===== src/rtl/hash_serial_host.sv =====
// rtl/hash_serial_host.sv - host-side bit-serial driver for the hashing core
module hash_serial_host #(
    parameter int Y         = 64,
    parameter int L         = 256,
    parameter int START_LEN = 5,
    parameter int READ_GAP  = 2,
    parameter int CNT_W     = 32
) (
    input  logic             clk,
    input  logic             rst,
    input  logic [Y-1:0]     msg_in,
    input  logic             req_valid,
    output logic             req_ready,
    output logic             messagexSO,
    output logic             startxSO,
    input  logic             hash_digestxSI,
    input  logic             hash_readyxSI,
    output logic [L-1:0]     digest_out,
    output logic             digest_valid,
    input  logic             digest_ready,
    output logic [CNT_W-1:0] latency_cycles
);

    localparam int BW = $clog2(((Y > L) ? Y : L) + 1);
    localparam int SW = $clog2(START_LEN + 1);
    localparam int GW = (READ_GAP > 0) ? $clog2(READ_GAP + 1) : 1;

    localparam logic [2:0] S_IDLE  = 3'd0;
    localparam logic [2:0] S_SHIFT = 3'd1;
    localparam logic [2:0] S_START = 3'd2;
    localparam logic [2:0] S_WAIT  = 3'd3;
    localparam logic [2:0] S_GAP   = 3'd4;
    localparam logic [2:0] S_READ  = 3'd5;
    localparam logic [2:0] S_DONE  = 3'd6;

    logic [2:0]       state;
    logic [Y-1:0]     shreg;
    logic [BW-1:0]    bit_cnt;
    logic [SW-1:0]    start_cnt;
    logic [GW-1:0]    gap_cnt;
    logic [CNT_W-1:0] lat_cnt;
    logic [CNT_W-1:0] lat_next;

    // Saturating increment of the running latency counter
    always_comb begin
        lat_next = (&lat_cnt) ? lat_cnt : lat_cnt + CNT_W'(1);
    end

    // Outputs decoded directly from the state so reset/abort clears them at once
    always_comb begin
        req_ready    = (state == S_IDLE);
        messagexSO   = (state == S_SHIFT) ? shreg[Y-1] : 1'b0;
        startxSO     = (state == S_START);
        digest_valid = (state == S_DONE);
    end

    // Main sequencer: shift message out, pulse start, wait, then collect digest
    always_ff @(posedge clk) begin
        if (rst) begin
            state          <= S_IDLE;
            shreg          <= '0;
            bit_cnt        <= '0;
            start_cnt      <= '0;
            gap_cnt        <= '0;
            lat_cnt        <= '0;
            latency_cycles <= '0;
            digest_out     <= '0;
        end else begin
            case (state)
                S_IDLE: begin
                    if (req_valid) begin
                        shreg   <= msg_in;
                        bit_cnt <= '0;
                        state   <= S_SHIFT;
                    end
                end
                S_SHIFT: begin
                    shreg <= {shreg[Y-2:0], 1'b0};
                    if (int'(bit_cnt) == Y - 1) begin
                        start_cnt <= '0;
                        lat_cnt   <= CNT_W'(1);
                        state     <= S_START;
                    end else begin
                        bit_cnt <= bit_cnt + BW'(1);
                    end
                end
                S_START: begin
                    lat_cnt <= lat_next;
                    if (int'(start_cnt) == START_LEN - 1) begin
                        state <= S_WAIT;
                    end else begin
                        start_cnt <= start_cnt + SW'(1);
                    end
                end
                S_WAIT: begin
                    lat_cnt <= lat_next;
                    if (hash_readyxSI) begin
                        latency_cycles <= lat_cnt;
                        gap_cnt        <= '0;
                        bit_cnt        <= '0;
                        state          <= (READ_GAP == 0) ? S_READ : S_GAP;
                    end
                end
                S_GAP: begin
                    if (int'(gap_cnt) == READ_GAP - 1) begin
                        state <= S_READ;
                    end else begin
                        gap_cnt <= gap_cnt + GW'(1);
                    end
                end
                S_READ: begin
                    for (int i = 0; i < L; i++) begin
                        if (int'(bit_cnt) == i) begin
                            digest_out[i] <= hash_digestxSI;
                        end
                    end
                    if (int'(bit_cnt) == L - 1) begin
                        state <= S_DONE;
                    end else begin
                        bit_cnt <= bit_cnt + BW'(1);
                    end
                end
                S_DONE: begin
                    if (digest_ready) begin
                        state <= S_IDLE;
                    end
                end
                default: state <= S_IDLE;
            endcase
        end
    end

endmodule

===== config.mk =====
export PLATFORM = sky130hd
export DESIGN_NAME = hash_serial_host
export DESIGN_NICKNAME = d
export VERILOG_FILES = /design/src/rtl/hash_serial_host.sv
export SDC_FILE = /design/constraint.sdc
export NUM_CORES = 1
export LEC_CHECK = 0
export CAP_MARGIN = 20
export CORE_UTILIZATION = 53
export CTS_BUF_LIST = sky130_fd_sc_hd__clkbuf_8
export CTS_CLUSTER_DIAMETER = 150
export DETAILED_ROUTE_END_ITERATION = 10
export PLACE_DENSITY = 0.83
export SLEW_MARGIN = 25
export SYNTH_ARGS = -nofsm -noshare
export SYNTH_HDL_FRONTEND = slang
export SYNTH_SLANG_ARGS = --single-unit

===== constraint.sdc =====
create_clock -name clk -period 3 [get_ports clk]
set_input_delay 0.75 -clock clk [delete_from_list [all_inputs] [get_ports clk]]
set_output_delay 0.75 -clock clk [all_outputs]
set_load 0.02 [all_outputs]

==> impl_metrics.tcl, run 1 <==
set metrics [dict create \
    status "finished, final reports clean" \
    rsz0062_at_grt "no" \
    core_mm2 0.0310 \
    slew_violations 0 \
    netlist_instances 2104 \
    mostFrequentLayoutCell "dfxtp_1" \
    fmax_mhz 350 \
    tns_ns 0 \
    setup_viol 0 \
    cts.repair.resized 2 \
    die_height_um 180 \
    async_flop_share 0 \
    via_per_inst 6.24 \
    yosys_register_bits 401 \
    ir_worst_vdd_uv 341 \
    port_buffers 361 \
    syn-num-nets 2183 \
    comb_power_share 0.090 \
    synth_area_leaders "dfxtp_1 48%, a21oi_1 9.7%, o21ai_0 8.1%" \
    dp.cells 2724 \
    synth.top_cell.area_share 0.475 \
    synth_ff_type "dfxtp_1" \
    htree_levels 3 \
    cp-end-kind "primary output" \
    p_int_w 0.00846 \
    die-area_mm2 0.0326 \
    hold_violations 0 \
    vias 17725 \
    first_pass_iters 6 \
    cts-root-buf "clkbuf_8" \
    gp_congestion 0.916 \
    dpl.hpwl_mm 38.9 \
    synth_cell_types 57 \
    grt_overflow 0 \
    ios 362 \
    fin_crit_sh 0.953 \
    maxSlewHeadroom 0.360 \
    drv_cap 0 \
    powerDensity_mw_per_mm2 517 \
    finalPower_w 0.0114 \
    die_w_um 180 \
    arrival_ns 2.11 \
    fin_nets 2475 \
    clkTransAtPathRegs_ns 0.06 \
    grt_pass1_wl_mm 91.7 \
    yosys.area.top_type "dfxtp_1" \
    drtIter0Drc 2340 \
    final_cell_mix "401 x dfxtp_1, 358 x clkdlybuf4s50_1, 327 x a21oi_1, 273 x o21ai_0, 247 x nand3_1" \
    grt_use_total 0.352 \
    worstSetupStartpointType "flop" \
    crit_fanout 13 \
    insertion_delay_ns 0.62 \
    cts_hold_buf 0 \
    crit_required_ns 2.25 \
    numClockSinks 401 \
    cts_made_buffers 66 \
    drive_above_1_share 0.0752 \
    yosysWarnings 0 \
    crit_type "flop to primary output" \
    area_delta_synth_final_pct 30.9 \
    initial_utilization 0.545 \
    routed_wirelength_mm 58.7 \
    first_global_vias 16653 \
    yosysSeqAreaShare 0.475 \
    antenna_found_initial 0 \
    synth_edf_count 0 \
    cpPeakStageDelay_ns 0.67 \
    fin_skew_ns 0.0609 \
    slowest_stage "clkdlybuf4s50_1" \
    drc 0 \
    cts_tree "yes" \
    clk_path_buf_depth 3 \
    synth.cell_area_mm2 0.0169 \
    antenna_cells 0 \
    swShare 0.260 \
    synth_area_per_cell_um2 8.02 \
    tightest_slew_ns 0.957 \
    post_cts_buffers 0 \
    hold_path.class "flop to flop" \
    pwr-share-seq 0.491 \
    grt_start_max_net_pins 164 \
    stdcell_count 2842 \
    wl_per_cell_um 20.6 \
    cp_num_buf_inv 1 \
    path_cells "nand2b_1, nor2_2, clkdlybuf4s50_1" \
    clockPowerShare 0.419 \
    critical_path.top_delay_family "buffers and inverters" \
    p_switching_w 0.00298 \
    ant_nets 0 \
    num_rows 64 \
    min_period_ns 2.86 \
    p_leak_nw 7.38 \
]
per-stage QoR:
step | hold slack, ns | worst slack [ns] | instance area [µm²] | utilization
after detailed placement | 0.453 | 0.465 | 20800 | 0.670
after global routing | 0.480 | 0.0133 | 22100 | 0.713
after global placement | 0.444 | 0.482 | 20800 | 0.670
after floorplan | 0.445 | 0.847 | 16900 | -
final | 0.460 | 0.141 | 22100 | 0.713
after CTS | 0.462 | 0.0150 | 22100 | 0.713
synthesized netlist by cell type (2+ instances only):
cell	n
dfxtp_1	401
a21oi_1	327
o21ai_0	273
nand3_1	247
nor2_1	170
nand2_1	168
clkbuf_1	154
mux2i_1	72
a211oi_1	64
buf_2	37
nand4_1	23
nor3_1	20
inv_1	12
nand2b_1	11
buf_1	10
o31ai_1	10
and4_1	9
ha_1	9
nor2b_1	9
or4_1	9
and3_1	8
a31oi_1	6
or3_1	6
a311oi_1	4
and2_1	4
nor4_1	4
or2_2	4
o22ai_1	2
o311a_1	2
or3b_2	2
kinds of logic after synthesis:
kind of cell / synth area share
simple gates: 0.199
buf+inv: 0.0505
compound gates: 0.224
xor+xnor: 0.00104
fa+ha+maj: 0.00667
mux: 0.0427
flops: 0.475
state kept, by name, indices dropped and copies added (netlist names):
| signal | cells |
|---|---|
| latency_cycles | 32 |
| start_cnt | 3 |
| bit_cnt | 9 |
| digest_out | 256 |
| shreg | 64 |
| gap_cnt | 2 |
| state | 3 |
| lat_cnt | 32 |
layout make-up:
class | instances | area [µm²]
Fill cell | 2386 | 8890
Sequential cell | 401 | 8030
Multi-Input combinational cell | 1489 | 8030
Timing Repair Buffer | 426 | 4180
Clock buffer | 80 | 1100
Tap cell | 396 | 495
Clock inverter | 38 | 224
Inverter | 12 | 45.0
per-layer routing:
| layer | share of wire | global-route usage | wire [µm] | vias up |
|---|---|---|---|---|
| met5 | 0 | 0 | 0 | - |
| met4 | 0.052 | 0.192 | 3050 | 0 |
| met3 | 0.13 | 0.105 | 7460 | 228 |
| met2 | 0.44 | 0.533 | 25500 | 1179 |
| met1 | 0.39 | 0.449 | 22600 | 8233 |
| li1 | - | - | - | 8085 |
worst min-delay path, delay by kind of cell, from the launching register on:
| kind | cells | cell delay (ns) |
|---|---|---|
| flops | 1 | 0.31 |
| simple gates | 1 | 0.05 |
| compound gates | 1 | 0.05 |
worst paths after layout:
path         cells after the start                 end                from  slack [ns]
min                              2  latency_cycles[30]  latency_cycles[30]        0.46
max                              3            startxSO            state[2]        0.14
max reg2reg                      4     digest_out[182]          bit_cnt[2]        0.38
min reg2reg                      2  latency_cycles[30]  latency_cycles[30]        0.46
power groups by stage:
| stage | Sequential (W) | Clock, W | Combinational (W) |
|---|---|---|---|
| after CTS | 0.00561 | 0.00483 | 0.00102 |
| after global placement | 0.00572 | 0 | 0.000978 |
| after global routing | 0.00563 | 0.00508 | 0.00113 |
| after floorplan | 0.00569 | 0 | 0.000737 |
| final | 0.00561 | 0.00480 | 0.00102 |
| after detailed placement | 0.00572 | 0 | 0.00101 |
Power figures use the tool's default switching activity.
==> run 2: changes to the inputs <==
--- a/config.mk
+++ b/config.mk
@@ -6,6 +6,7 @@
 export NUM_CORES = 1
 export LEC_CHECK = 0
 export CAP_MARGIN = 20
+export CORE_ASPECT_RATIO = 0.75
 export CORE_UTILIZATION = 53
 export CTS_BUF_LIST = sky130_fd_sc_hd__clkbuf_8
 export CTS_CLUSTER_DIAMETER = 150
==> run 2 against run 1 <==
  * Routed wire length rose by 0.28%
  * First-iteration DRC count down 8.2%
  * Power down 2.7%
  * Register-to-register slack about the same
  * Sequential power about the same
  * Clock power is 6.5% lower
  * Utilization is 1.0 points lower
  * Clock skew shrank 0.048 ns
  * Critical endpoint is now digest_valid
  * Global-route usage shrank 0.32 points
  * Combinational power is essentially flat
  * Clock-buffer cell count shrank 2
  * Via count is 0.62% lower
  * Highest routed layer unchanged
==> impl_metrics.tcl, run 2 (synthesis results as in run 1) <==
set metrics [dict create \
    hold_violations 0 \
    finalCoreUtilization 0.703 \
    grt_overflow 0 \
    first_pass_iters 9 \
    via_per_inst 6.18 \
    p_leak_nw 7.34 \
    crit_required_ns 2.25 \
    cts-root-buf "clkbuf_8" \
    min_period_ns 2.83 \
    setup_viol 0 \
    initial_utilization 0.539 \
    die-area_mm2 0.0326 \
    status "finished, final reports clean" \
    grt_use_total 0.349 \
    die_height_um 157 \
    slew_violations 0 \
    largest_reg_flops 256 \
    final_area_mm2 0.0220 \
    ant_nets 0 \
    drtIter0Drc 2147 \
    grt_start_max_net_pins 196 \
    final_cell_mix "401 x dfxtp_1, 357 x clkdlybuf4s50_1, 327 x a21oi_1, 273 x o21ai_0, 247 x nand3_1" \
    crit_type "flop to primary output" \
    worstRegToRegCells 6 \
    vias 17615 \
    grt_pass1_wl_mm 90.5 \
    insertion_delay_ns 0.63 \
    gp_congestion 0.911 \
    fmax_mhz 354 \
    clkTransAtPathRegs_ns 0.06 \
    whs_path_depth 2 \
    area_delta_synth_final_pct 30.4 \
    cts_hold_buf 0 \
    critPathLaunch "state[2]" \
    numClockSinks 401 \
    routed_wirelength_mm 58.8 \
    worstSetupStartpointType "flop" \
    largest_registers "digest_out: 256 flops, shreg: 64 flops" \
    powerDensity_mw_per_mm2 505 \
    htree_levels 2 \
    top_layer_used "met4" \
    cts_tree "yes" \
    path_cells "buf_4, nand2_1, nor2_1, clkdlybuf4s50_1" \
    wl_met2_mm 25.8 \
    fin_nets 2474 \
    r2r_slack_ns 0.37 \
    cpPeakStageDelay_ns 0.65 \
    fin_skew_ns 0.0126 \
    tns_ns 0 \
    wl_per_cell_um 20.6 \
    first_global_vias 16436 \
    crit_path_end "digest_valid" \
    core_mm2 0.0313 \
    tightest_slew_ns 0.900 \
    drc 0 \
    port_buffers 361 \
    drv_cap 0 \
    r2r_start "state[2]" \
    mostFrequentLayoutCell "dfxtp_1" \
    die_w_um 208 \
    hold_path.class "flop to flop" \
    wl_met3_mm 7.48 \
    drive_above_1_share 0.0712 \
    maxSlewHeadroom 0.400 \
    ios 362 \
    placed_area_mm2 0.0208 \
    timing.rr.end "digest_out[146]" \
    wl_met1_mm 23.7 \
    clk_path_buf_depth 3 \
    fin_crit_sh 0.942 \
    rsz0062_at_grt "no" \
    dpl.hpwl_mm 38.8 \
    cp-end-kind "primary output" \
    largest-register "digest_out" \
    slowest_stage "clkdlybuf4s50_1" \
    cts_made_buffers 61 \
    arrival_ns 2.08 \
    antenna_found_initial 0 \
    num_rows 56 \
    crit_fanout 20 \
    ir_worst_vdd_uv 384 \
]
[run 2: layout make-up]
cell class              instances  area, µm²
diodes                          1       2.50
clock inverters                33        138
clock buffers                  78       1070
multi-input cells            1489       8020
flip-flops and latches        401       8030
well taps                     406        508
repair buffers                430       4200
inverters                      12       45.0
fillers                      2477       9310
[run 2: how the worst min path moves through the flow]
stage | start | end
final | latency_cycles[0] | latency_cycles[0]
after floorplan | lat_cnt[20] | lat_cnt[20]
after detailed placement | latency_cycles[0] | latency_cycles[0]
after global routing | latency_cycles[29] | latency_cycles[29]
after CTS | latency_cycles[0] | latency_cycles[0]
after global placement | latency_cycles[29] | latency_cycles[29]
[run 2: metrics by stage]
step	cells	total power (W)	hold slack, ns	worst slack, ns
after detailed placement	2738	0.00674	0.447	0.376
after floorplan	2104	0.00643	0.445	0.847
final	2850	0.0111	0.454	0.175
after global placement	2738	0.00669	0.443	0.461
after global routing	2849	0.0115	0.481	0.0536
after CTS	2849	0.0112	0.455	0.125
[run 2: repair_timing]
action,CTS,global route
buffers inserted,0,0
gates resized for setup,2,0
setup endpoints to repair,2,0
[run 2: worst max-delay path, delay by kind of cell (launching register included)]
family                 cells  cell delay [ns]
flip-flops                 1             0.37
AND/OR/NAND/NOR            2             0.17
buffers and inverters      2             0.91
[run 2: per-layer routing]
layer	vias to the layer above	track usage
met5	-	0
li1	8081	-
met3	160	0.101
met1	8285	0.469
met2	1089	0.530
met4	0	0.131
[run 2: report_power, final]
group          switching (W)  total, W  internal, W  leakage, nW
clock network        0.00217   0.00449      0.00232        0.719
logic               0.000616   0.00103     0.000415         3.38
registers           0.000107   0.00561      0.00550         3.24
total                0.00289    0.0111      0.00823         7.34
